[src/rtl/cla_sum_stage_if.sv]
// Bundle of the issue-side and result-side signals of the lookahead-adder sum stage.
// The producer/consumer environment uses the master view; the sum stage uses the slave view.
interface cla_sum_stage_if #(
  parameter int WIDTH = 16
);
  logic             issue_valid;
  logic             issue_ok;
  logic [WIDTH-1:0] half_sum;
  logic [WIDTH-1:0] carry;
  logic             carry_top;
  logic             sum_valid;
  logic             sum_ready;
  logic [WIDTH-1:0] sum;
  logic             sum_cout;
  logic             overflow_err;

  modport master (
    output issue_valid, half_sum, carry, carry_top, sum_ready,
    input  issue_ok, sum_valid, sum, sum_cout, overflow_err
  );

  modport slave (
    input  issue_valid, half_sum, carry, carry_top, sum_ready,
    output issue_ok, sum_valid, sum, sum_cout, overflow_err
  );
endinterface

[src/rtl/cla_sum_stage.sv]
// Final stage of the pipelined 16-bit lookahead adder. Half-sums are delayed LAT
// cycles so they meet the registered carries, combined into sum = p ^ c, and queued
// in a small FIFO. Upstream issue is credit-gated by in-flight plus queued results.
module cla_sum_stage #(
  parameter int WIDTH = 16,
  parameter int LAT   = 2,
  parameter int DEPTH = 4
) (
  input  logic           clk,
  input  logic           rst_n,
  cla_sum_stage_if.slave bus
);

  localparam int PW = $clog2(DEPTH);
  localparam int CW = $clog2(DEPTH + 1);
  localparam int IW = $clog2(LAT + 1);
  localparam int OW = $clog2(DEPTH + LAT + 1);

  // FIFO entry layout: {sum, carry-out}
  typedef logic [WIDTH:0] entry_t;

  logic [LAT-1:0]   dl_vld_q, dl_vld_d;
  logic [WIDTH-1:0] dl_hs_q [LAT];
  logic [WIDTH-1:0] dl_hs_d [LAT];
  entry_t           mem_q [DEPTH];
  entry_t           mem_d [DEPTH];
  logic [PW-1:0]    wr_ptr_q, wr_ptr_d;
  logic [PW-1:0]    rd_ptr_q, rd_ptr_d;
  logic [CW-1:0]    count_q, count_d;
  logic             ovf_q, ovf_d;

  logic             tap_vld_s;
  logic [WIDTH-1:0] tap_hs_s;
  logic             empty_s;
  logic             full_s;
  logic             pop_s;
  logic             push_s;
  logic             drop_s;
  logic [IW-1:0]    inflight_s;
  logic [OW-1:0]    occ_s;
  logic [PW-1:0]    rd_idx_s;

  assign tap_vld_s = dl_vld_q[LAT-1];
  assign tap_hs_s  = dl_hs_q[LAT-1];
  assign empty_s   = (count_q == {CW{1'b0}});
  assign full_s    = (count_q == CW'(DEPTH));
  assign pop_s     = !empty_s && bus.sum_ready;
  // A pop in the same cycle frees the head slot, so a full FIFO can still accept.
  assign push_s    = tap_vld_s && (!full_s || pop_s);
  assign drop_s    = tap_vld_s && full_s && !pop_s;

  // Delay-line shift: stage 0 samples the issue, each later stage copies its predecessor
  always_comb begin
    dl_vld_d[0] = bus.issue_valid;
    dl_hs_d[0]  = bus.half_sum;
    for (int i = 1; i < LAT; i++) begin
      dl_vld_d[i] = dl_vld_q[i-1];
      dl_hs_d[i]  = dl_hs_q[i-1];
    end
  end

  // Count valid delay-line stages for the credit check
  always_comb begin
    inflight_s = {IW{1'b0}};
    for (int i = 0; i < LAT; i++) begin
      inflight_s = inflight_s + IW'(dl_vld_q[i]);
    end
  end

  assign occ_s        = OW'(inflight_s) + OW'(count_q);
  assign bus.issue_ok = (occ_s < OW'(DEPTH));

  // FIFO next state: write at tap, read on handshake, sticky overflow on a dropped result
  always_comb begin
    mem_d    = mem_q;
    wr_ptr_d = wr_ptr_q;
    rd_ptr_d = rd_ptr_q;
    count_d  = count_q;
    ovf_d    = ovf_q;
    if (push_s) begin
      mem_d[wr_ptr_q] = {tap_hs_s ^ bus.carry, bus.carry_top};
      wr_ptr_d        = wr_ptr_q + PW'(1'b1);
    end else begin
      wr_ptr_d = wr_ptr_q;
    end
    if (pop_s) begin
      rd_ptr_d = rd_ptr_q + PW'(1'b1);
    end else begin
      rd_ptr_d = rd_ptr_q;
    end
    case ({push_s, pop_s})
      2'b10:   count_d = count_q + CW'(1'b1);
      2'b01:   count_d = count_q - CW'(1'b1);
      default: count_d = count_q;
    endcase
    if (drop_s) begin
      ovf_d = 1'b1;
    end else begin
      ovf_d = ovf_q;
    end
  end

  // When empty, the last popped entry sits just behind rd_ptr, which keeps the outputs steady
  always_comb begin
    if (empty_s) begin
      rd_idx_s = rd_ptr_q - PW'(1'b1);
    end else begin
      rd_idx_s = rd_ptr_q;
    end
  end

  assign bus.sum_valid    = !empty_s;
  assign bus.sum          = mem_q[rd_idx_s][WIDTH:1];
  assign bus.sum_cout     = mem_q[rd_idx_s][0];
  assign bus.overflow_err = ovf_q;

  // State registers; reset discards every in-flight and queued result
  always_ff @(posedge clk or negedge rst_n) begin
    if (!rst_n) begin
      dl_vld_q <= {LAT{1'b0}};
      for (int i = 0; i < LAT; i++) begin
        dl_hs_q[i] <= {WIDTH{1'b0}};
      end
      for (int i = 0; i < DEPTH; i++) begin
        mem_q[i] <= {(WIDTH+1){1'b0}};
      end
      wr_ptr_q <= {PW{1'b0}};
      rd_ptr_q <= {PW{1'b0}};
      count_q  <= {CW{1'b0}};
      ovf_q    <= 1'b0;
    end else begin
      dl_vld_q <= dl_vld_d;
      dl_hs_q  <= dl_hs_d;
      mem_q    <= mem_d;
      wr_ptr_q <= wr_ptr_d;
      rd_ptr_q <= rd_ptr_d;
      count_q  <= count_d;
      ovf_q    <= ovf_d;
    end
  end

endmodule
[src/flat_wrapper.sv]
// flat-port wrapper written by rule: the top's interface ports become plain ports
module cla_sum_stage_flat 
#(
  parameter int WIDTH = 16,
  parameter int LAT   = 2,
  parameter int DEPTH = 4
)
  (clk, rst_n, bus_issue_valid, bus_half_sum, bus_carry, bus_carry_top, bus_sum_ready, bus_issue_ok, bus_sum_valid, bus_sum, bus_sum_cout, bus_overflow_err);
  cla_sum_stage_if #(.WIDTH(WIDTH)) bus_i ();
  input  logic clk;
  input  logic rst_n;
  input wire logic [$bits(bus_i.issue_valid)-1:0] bus_issue_valid;
  input wire logic [$bits(bus_i.half_sum)-1:0] bus_half_sum;
  input wire logic [$bits(bus_i.carry)-1:0] bus_carry;
  input wire logic [$bits(bus_i.carry_top)-1:0] bus_carry_top;
  input wire logic [$bits(bus_i.sum_ready)-1:0] bus_sum_ready;
  output wire logic [$bits(bus_i.issue_ok)-1:0] bus_issue_ok;
  output wire logic [$bits(bus_i.sum_valid)-1:0] bus_sum_valid;
  output wire logic [$bits(bus_i.sum)-1:0] bus_sum;
  output wire logic [$bits(bus_i.sum_cout)-1:0] bus_sum_cout;
  output wire logic [$bits(bus_i.overflow_err)-1:0] bus_overflow_err;
  assign bus_i.issue_valid = bus_issue_valid;
  assign bus_i.half_sum = bus_half_sum;
  assign bus_i.carry = bus_carry;
  assign bus_i.carry_top = bus_carry_top;
  assign bus_i.sum_ready = bus_sum_ready;
  assign bus_issue_ok = bus_i.issue_ok;
  assign bus_sum_valid = bus_i.sum_valid;
  assign bus_sum = bus_i.sum;
  assign bus_sum_cout = bus_i.sum_cout;
  assign bus_overflow_err = bus_i.overflow_err;
  cla_sum_stage #(.WIDTH(WIDTH), .LAT(LAT), .DEPTH(DEPTH)) u_core (.clk(clk), .rst_n(rst_n), .bus(bus_i));
endmodule
[config.mk]
export PLATFORM = sky130hd
export DESIGN_NAME = cla_sum_stage_flat
export DESIGN_NICKNAME = d
export VERILOG_FILES = /design/src/rtl/cla_sum_stage_if.sv /design/src/rtl/cla_sum_stage.sv /design/src/flat_wrapper.sv
export SDC_FILE = /design/constraint.sdc
export NUM_CORES = 1
export LEC_CHECK = 0
export CAP_MARGIN = 0
export CORE_UTILIZATION = 35
export DETAILED_ROUTE_END_ITERATION = 8
export GPL_TIMING_DRIVEN = 0
export SYNTH_ARGS = -nofsm -noshare
export SYNTH_HDL_FRONTEND = slang
export SYNTH_SLANG_ARGS = --single-unit
[constraint.sdc]
create_clock -name clk -period 2.57 [get_ports clk]
set_input_delay 0.6425 -clock clk [delete_from_list [all_inputs] [get_ports clk]]
set_output_delay 0.6425 -clock clk [all_outputs]
set_load 0.02 [all_outputs]
==> results.toml, run 1 <==
[power_and_ir_drop]
finalPower_w = 0.008688
power_density_nw_per_um2 = 1386
ir_drop_uv = 725.1
p_leak_nw = 2.781

[routing]
ant_nets = 0
drt-pass1-iter-count = 4
drt_iter0_drc = 267
via_per_inst = 4.975
num_vias = 3512
drt-total-wl_microns = 11720
drc = 0
routedWlPerCell_microns = 16.59

[cells_and_area]
fin_area_sq_um = 6270
drive_above_1_share = 0.2340
post-route-util = 0.4661
area_growth_pct = 27.47
diodes = 0
fin_nets = 570

[sta]
finClkSkew_ps = 6.626
slew_headroom = 0.6183
setup_violations = 17
final_max_slew_viol_count = 0
layout_setup_ws_ps = -203.4
finalCritPeriodShare = 1.079
rsz0062_at_grt = "yes"
post-route-min-period_ps = 2773
max_freq_mhz = 360.6
final.setup.tns_ps = -2874
hold_violations = 0
worst_slew_pin_slew_ps = 572.5

[clock_tree]
clock_latency_ps = 350
cts_buffers = 9
clkTransAtPathRegs_ps = 70
cts_root_buf = "clkbuf_16"
cts_hold_buf = 0
h-tree-depth = 3
cts.path.max_buffers = 2
cts_tree = "done"
cts_sinks = 110

[placement]
dp_hpwl_microns = 7939
gp_congestion = 0.8029
dpl_cell_area_sq_um = 5724
io_buffers = 56

[setup_path]
r2r.worst_path.cells = 11
critPathMaxFanout = 10
cp-end-kind = "output pin"
path_cells = "nor3_4 > buf_12 > buf_8 > nor2_1 > mux4_2 > a21oi_2 > buf_6"
r2r_slack_ps = 130
startpoint_type = "register"
r2r_end = "u_core.count_q[2]"
cpPeakStageDelay_ps = 480
crit_arrival_ps = 2130
slowest_stage = "mux4_2"
r2r_start = "u_core.count_q[1]"
required_ps = 1930
critPathKind = "reg2out"
worstSetupStartpoint = "u_core.count_q[2]"

[synth]
avgSynthCellArea_sq_um = 11.00
synth_top_family_by_area = "simple AND/OR/NAND/NOR gates"
netlist_area_sq_um = 4918
synth_seq_cells = 110
synth-simple-area-share = 0.1206
muxShareOfSynthArea = 0.1191
synthAdderAreaFrac = 0.01933
synth-edff-count = 0
synthCells = 447
ys_seq_area_frac = 0.5597
synth_compound_area_frac = 0.09947
yosys.area_share.xor_xnor = 0.04274
postSynthNetCount = 491
yosysWarnings = 0
synth_flop_cell = "dfrtp_1"
synth_cell_types = 31
async_flop_share = 1.000

[global_routing]
grt_pass1_wl_microns = 19260
grt_antenna_before_repair = 0
overflow = 0
grt_pass1_vias = 3740
grt_max_degree = 71
grt_usage = 0.1771

[floorplan]
coreArea_sq_um = 13450
io_pins = 57
die_h_microns = 120.5
placementRows = 42
start_util = 0.3656
die_area_sq_um = 14530
die_x_microns = 120.5

[run]
max-cap-violations = 0

[outcome]
status = "finished with violations"
violations = "setup timing"

[hold_path]
hp-class = "in2async"
metal layers:
layer  vias to the layer above  part of all wire  GRT usage
li1                       1649                 -          -
met1                      1765              0.44     0.2284
met2                        91              0.50     0.2874
met3                         7             0.058    0.05000
met4                         0             0.011    0.05710
met5                         -                 0          0
critical path: cells and delay by family, from the launching register on:
family                 cells  cell delay (ps)
AOI/OAI and AO/OA          1              170
buffers and inverters      3              440
DFF                        1              430
muxes                      1              480
and+or+nand+nor            2              260
sequential cells by signal, summed over array words and instances (netlist names):
name	flops
u_core.bus.overflow_err	1
u_core.count_q	3
u_core.dl_hs_d	16
u_core.dl_vld_q	2
u_core.mem_q	68
u_core.rd_ptr_q	2
u_core.tap_hs_s	16
u_core.wr_ptr_q	2
layout make-up:
cell class / instances / area [sq um]
Fill cell: 1297 / 7183
Sequential cell: 110 / 2755
Multi-Input combinational cell: 300 / 2056
Timing Repair Buffer: 69 / 711.9
Clock buffer: 11 / 242.7
Buffer: 27 / 224.0
Tap cell: 176 / 220.2
Inverter: 9 / 36.28
Clock inverter: 4 / 23.77
power by group:
part	switching, W	total [W]	internal, W
Combinational	0.00247	0.00468	0.00221
Clock	0.000602	0.00128	0.000676
Sequential	0.000406	0.00273	0.00232
cell families after synthesis:
logic type,count (synthesis)
muxes,38
buffers and inverters,37
adders and majority gates,7
AOI/OAI and AO/OA,87
xor gates and xnor gates,24
and+or+nand+nor,144
DFF,110
synthesized netlist by cell type, types with 6 or more instances:
| master | n | area, sq um |
|---|---|---|
| a21oi_1 | 7 | 35.03 |
| a21oi_2 | 10 | 87.58 |
| buf_2 | 16 | 80.08 |
| clkbuf_1 | 6 | 22.52 |
| dfrtp_1 | 110 | 2753 |
| ha_1 | 6 | 75.07 |
| inv_1 | 7 | 26.28 |
| mux2i_1 | 18 | 180.2 |
| mux4_2 | 16 | 360.4 |
| nand2_1 | 67 | 251.5 |
| nor2_1 | 67 | 251.5 |
| o21ai_0 | 32 | 160.2 |
| o21ai_1 | 33 | 165.2 |
| xnor2_1 | 21 | 183.9 |
placed cells by master (no fill, tap or decap), types with 7 or more instances in the layout:
master           synthesis  layout
a21oi_2                 10      15
buf_2                   16      13
buf_4                    3      13
buf_6                    3      18
clkbuf_16                0      10
clkdlybuf4s50_1          0      35
dfrtp_1                110     108
inv_1                    7       7
mux2i_1                 18      18
mux4_2                  16      16
nand2_1                 67      67
nor2_1                  67      62
o21ai_0                 32      32
o21ai_1                 33      33
xnor2_1                 21      20
repair_timing:
item	CTS	global route
buffers inserted	10	1
setup endpoints to repair	21	19
pin swaps	3	4
gates cloned	0	1
resized for setup	120	31
metrics by stage:
step | setup slack, ps | instances | hold slack (ps)
final | -203.4 | 706 | 278.2
after global routing | -284.9 | 706 | 314.3
after CTS | -229.8 | 704 | 297.6
after detailed placement | -647.0 | 680 | 337.2
after global placement | -3377 | 679 | 332.0
after floorplan | 22.82 | 447 | 331.2
worst max-delay path by stage:
| stage | endpoint | slack, ps | cells after the start |
|---|---|---|---|
| after floorplan | u_core.count_q[2] | 20 | 10 |
| after global placement | u_core.dl_hs_d[12] | -3380 | 1 |
| after detailed placement | bus_sum[2] | -650 | 5 |
| after CTS | bus_sum[2] | -230 | 7 |
| after global routing | bus_sum[2] | -280 | 7 |
| final | bus_sum[2] | -200 | 7 |
No activity file was read; power rests on OpenSTA's default activity.
==> run 2, diff against run 1 <==
- DONT_BUFFER_PORTS: not set -> 1
- clock period: 2.57 -> 3.45 ns (I/O delays scaled with it)
==> results.toml, run 2 (same netlist as run 1, synthesis figures left out) <==
[global_routing]
grt_usage = 0.1715
grt_max_degree = 111
grt_antenna_before_repair = 0
grt_pass1_vias = 3412
grt_pass1_wl_microns = 18540
overflow = 0

[floorplan]
coreArea_sq_um = 13450
start_util = 0.3656
die_x_microns = 120.5
die_h_microns = 120.5
die_area_sq_um = 14530
io_pins = 57
placementRows = 42

[clock_tree]
clock_latency_ps = 350
h-tree-depth = 3
cts_buffers = 9
clkTransAtPathRegs_ps = 70
cts.path.max_buffers = 2
cts_tree = "done"
cts_root_buf = "clkbuf_16"
cts_sinks = 110
cts.repair.resized = 0
post-cts-setup-buffer-count = 0
cts_hold_buf = 0

[setup_path]
cp_top_family = "simple AND/OR/NAND/NOR gates"
cp-end-kind = "output pin"
r2r_slack_ps = 900
cp_num_buf_inv = 1
cpPeakStageDelay_ps = 480
required_ps = 2590
crit_arrival_ps = 2460
critPathKind = "reg2out"
slowest_stage = "mux4_2"
critPathMaxFanout = 10
startpoint_type = "register"
path_cells = "nor3_4 > buf_6 > nor2_1 > mux4_2 > a21oi_1"

[sta]
finClkSkew_ps = 9.894
worst_slew_pin_slew_ps = 959.4
setup_violations = 0
rsz0062_at_grt = "yes"
slew_headroom = 0.3604
layout_setup_ws_ps = 124.1
final_max_slew_viol_count = 0
hold_violations = 0
max_freq_mhz = 300.7
post-route-min-period_ps = 3326
finalCritPeriodShare = 0.9640

[power_and_ir_drop]
p_leak_nw = 2.418
ir_drop_uv = 349.3
power_density_nw_per_um2 = 1037

[routing]
drt-total-wl_microns = 11130
ant_nets = 0
via_per_inst = 5.050
drc = 0
drt_iter0_drc = 282
num_vias = 3222
drt-pass1-iter-count = 4
routedWlPerCell_microns = 17.44

[hold_path]
hp-class = "in2async"

[cells_and_area]
mostFrequentLayoutCell = "dfrtp_1"
area_growth_pct = 10.81
layout_common_cells = "110 x dfrtp_1, 67 x nor2_1, 67 x nand2_1, 33 x o21ai_1, 32 x o21ai_0"
fillCellCount = 1371
regMostFlops = "u_core.mem_q"
largest_reg_flops = 68
drive_above_1_share = 0.1537
fin_area_sq_um = 5450
fin_nets = 502
diodes = 0

[placement]
io_buffers = 0
gp_congestion = 0.7877
place_ws_ps = 477.5
dpl_cell_area_sq_um = 5139
dp_hpwl_microns = 7460

[outcome]
status = "finished, final reports clean"

[run]
max-cap-violations = 0
==> run 2: final cells by class <==
cell class,count,area [sq um],share of cell area
clock buffers,10,229.0,0.04201
well taps,176,220.2,0.04040
inverters,9,33.78,0.006198
flip-flops and latches,110,2753,0.5051
plain buffers,28,162.7,0.02984
clock inverters,5,75.07,0.01377
multi-input cells,300,1977,0.3627
==> run 2: worst register-to-register path, stage by stage, from the launching register on <==
cell     delay (ps)
dfrtp_1         460
nor3_4          470
inv_2            70
buf_4           190
buf_4           200
and2_1          230
ha_1            230
inv_1            70
fa_1            170
xor2_1          140
nor2_1           60
xor2_1          140
==> run 2: per-layer routing <==
| layer | global-route usage | up-vias | share of wire |
|---|---|---|---|
| met5 | 0 | - | 0 |
| met4 | 0.06481 | 0 | 0.017 |
| met3 | 0.04764 | 12 | 0.073 |
| met2 | 0.2784 | 80 | 0.49 |
| met1 | 0.2179 | 1615 | 0.42 |
| li1 | - | 1515 | - |
==> run 2: stage by stage <==
stage / cells / TNS (ps) / hold slack, ps / util / total power, W
2_1_floorplan: 447 / 0 / 331.2 / - / 0.004013
3_3_place_gp: 623 / 0 / 331.4 / 0.3820 / 0.004506
3_5_place_dp: 623 / 0 / 334.7 / 0.3820 / 0.004629
4_1_cts: 638 / 0 / 183.1 / 0.4046 / 0.005737
5_1_grt: 638 / -20.57 / 183.4 / 0.4051 / 0.006090
6_report: 638 / 0 / 204.2 / 0.4051 / 0.005651
==> run 2: final timing paths <==
| check | from | end | cells past startpoint |
|---|---|---|---|
| max in group asynchronous | rst_n | u_core.dl_hs_d[13] | 0 |
| min in group clk | u_core.dl_hs_d[11] | u_core.tap_hs_s[11] | 0 |
| worst min register to register | u_core.dl_hs_d[11] | u_core.tap_hs_s[11] | 0 |
| worst min-delay path | rst_n | u_core.dl_hs_d[4] | 0 |
| worst max-delay path | u_core.count_q[0] | bus_sum[15] | 5 |
| worst max register to register | u_core.count_q[0] | u_core.count_q[2] | 11 |
==> run 2: power by group <==
group / internal (W) / switching [W]
combinational: 0.000953 / 0.00160
sequential: 0.00173 / 0.000290
clock: 0.000629 / 0.000449
total: 0.00331 / 0.00234
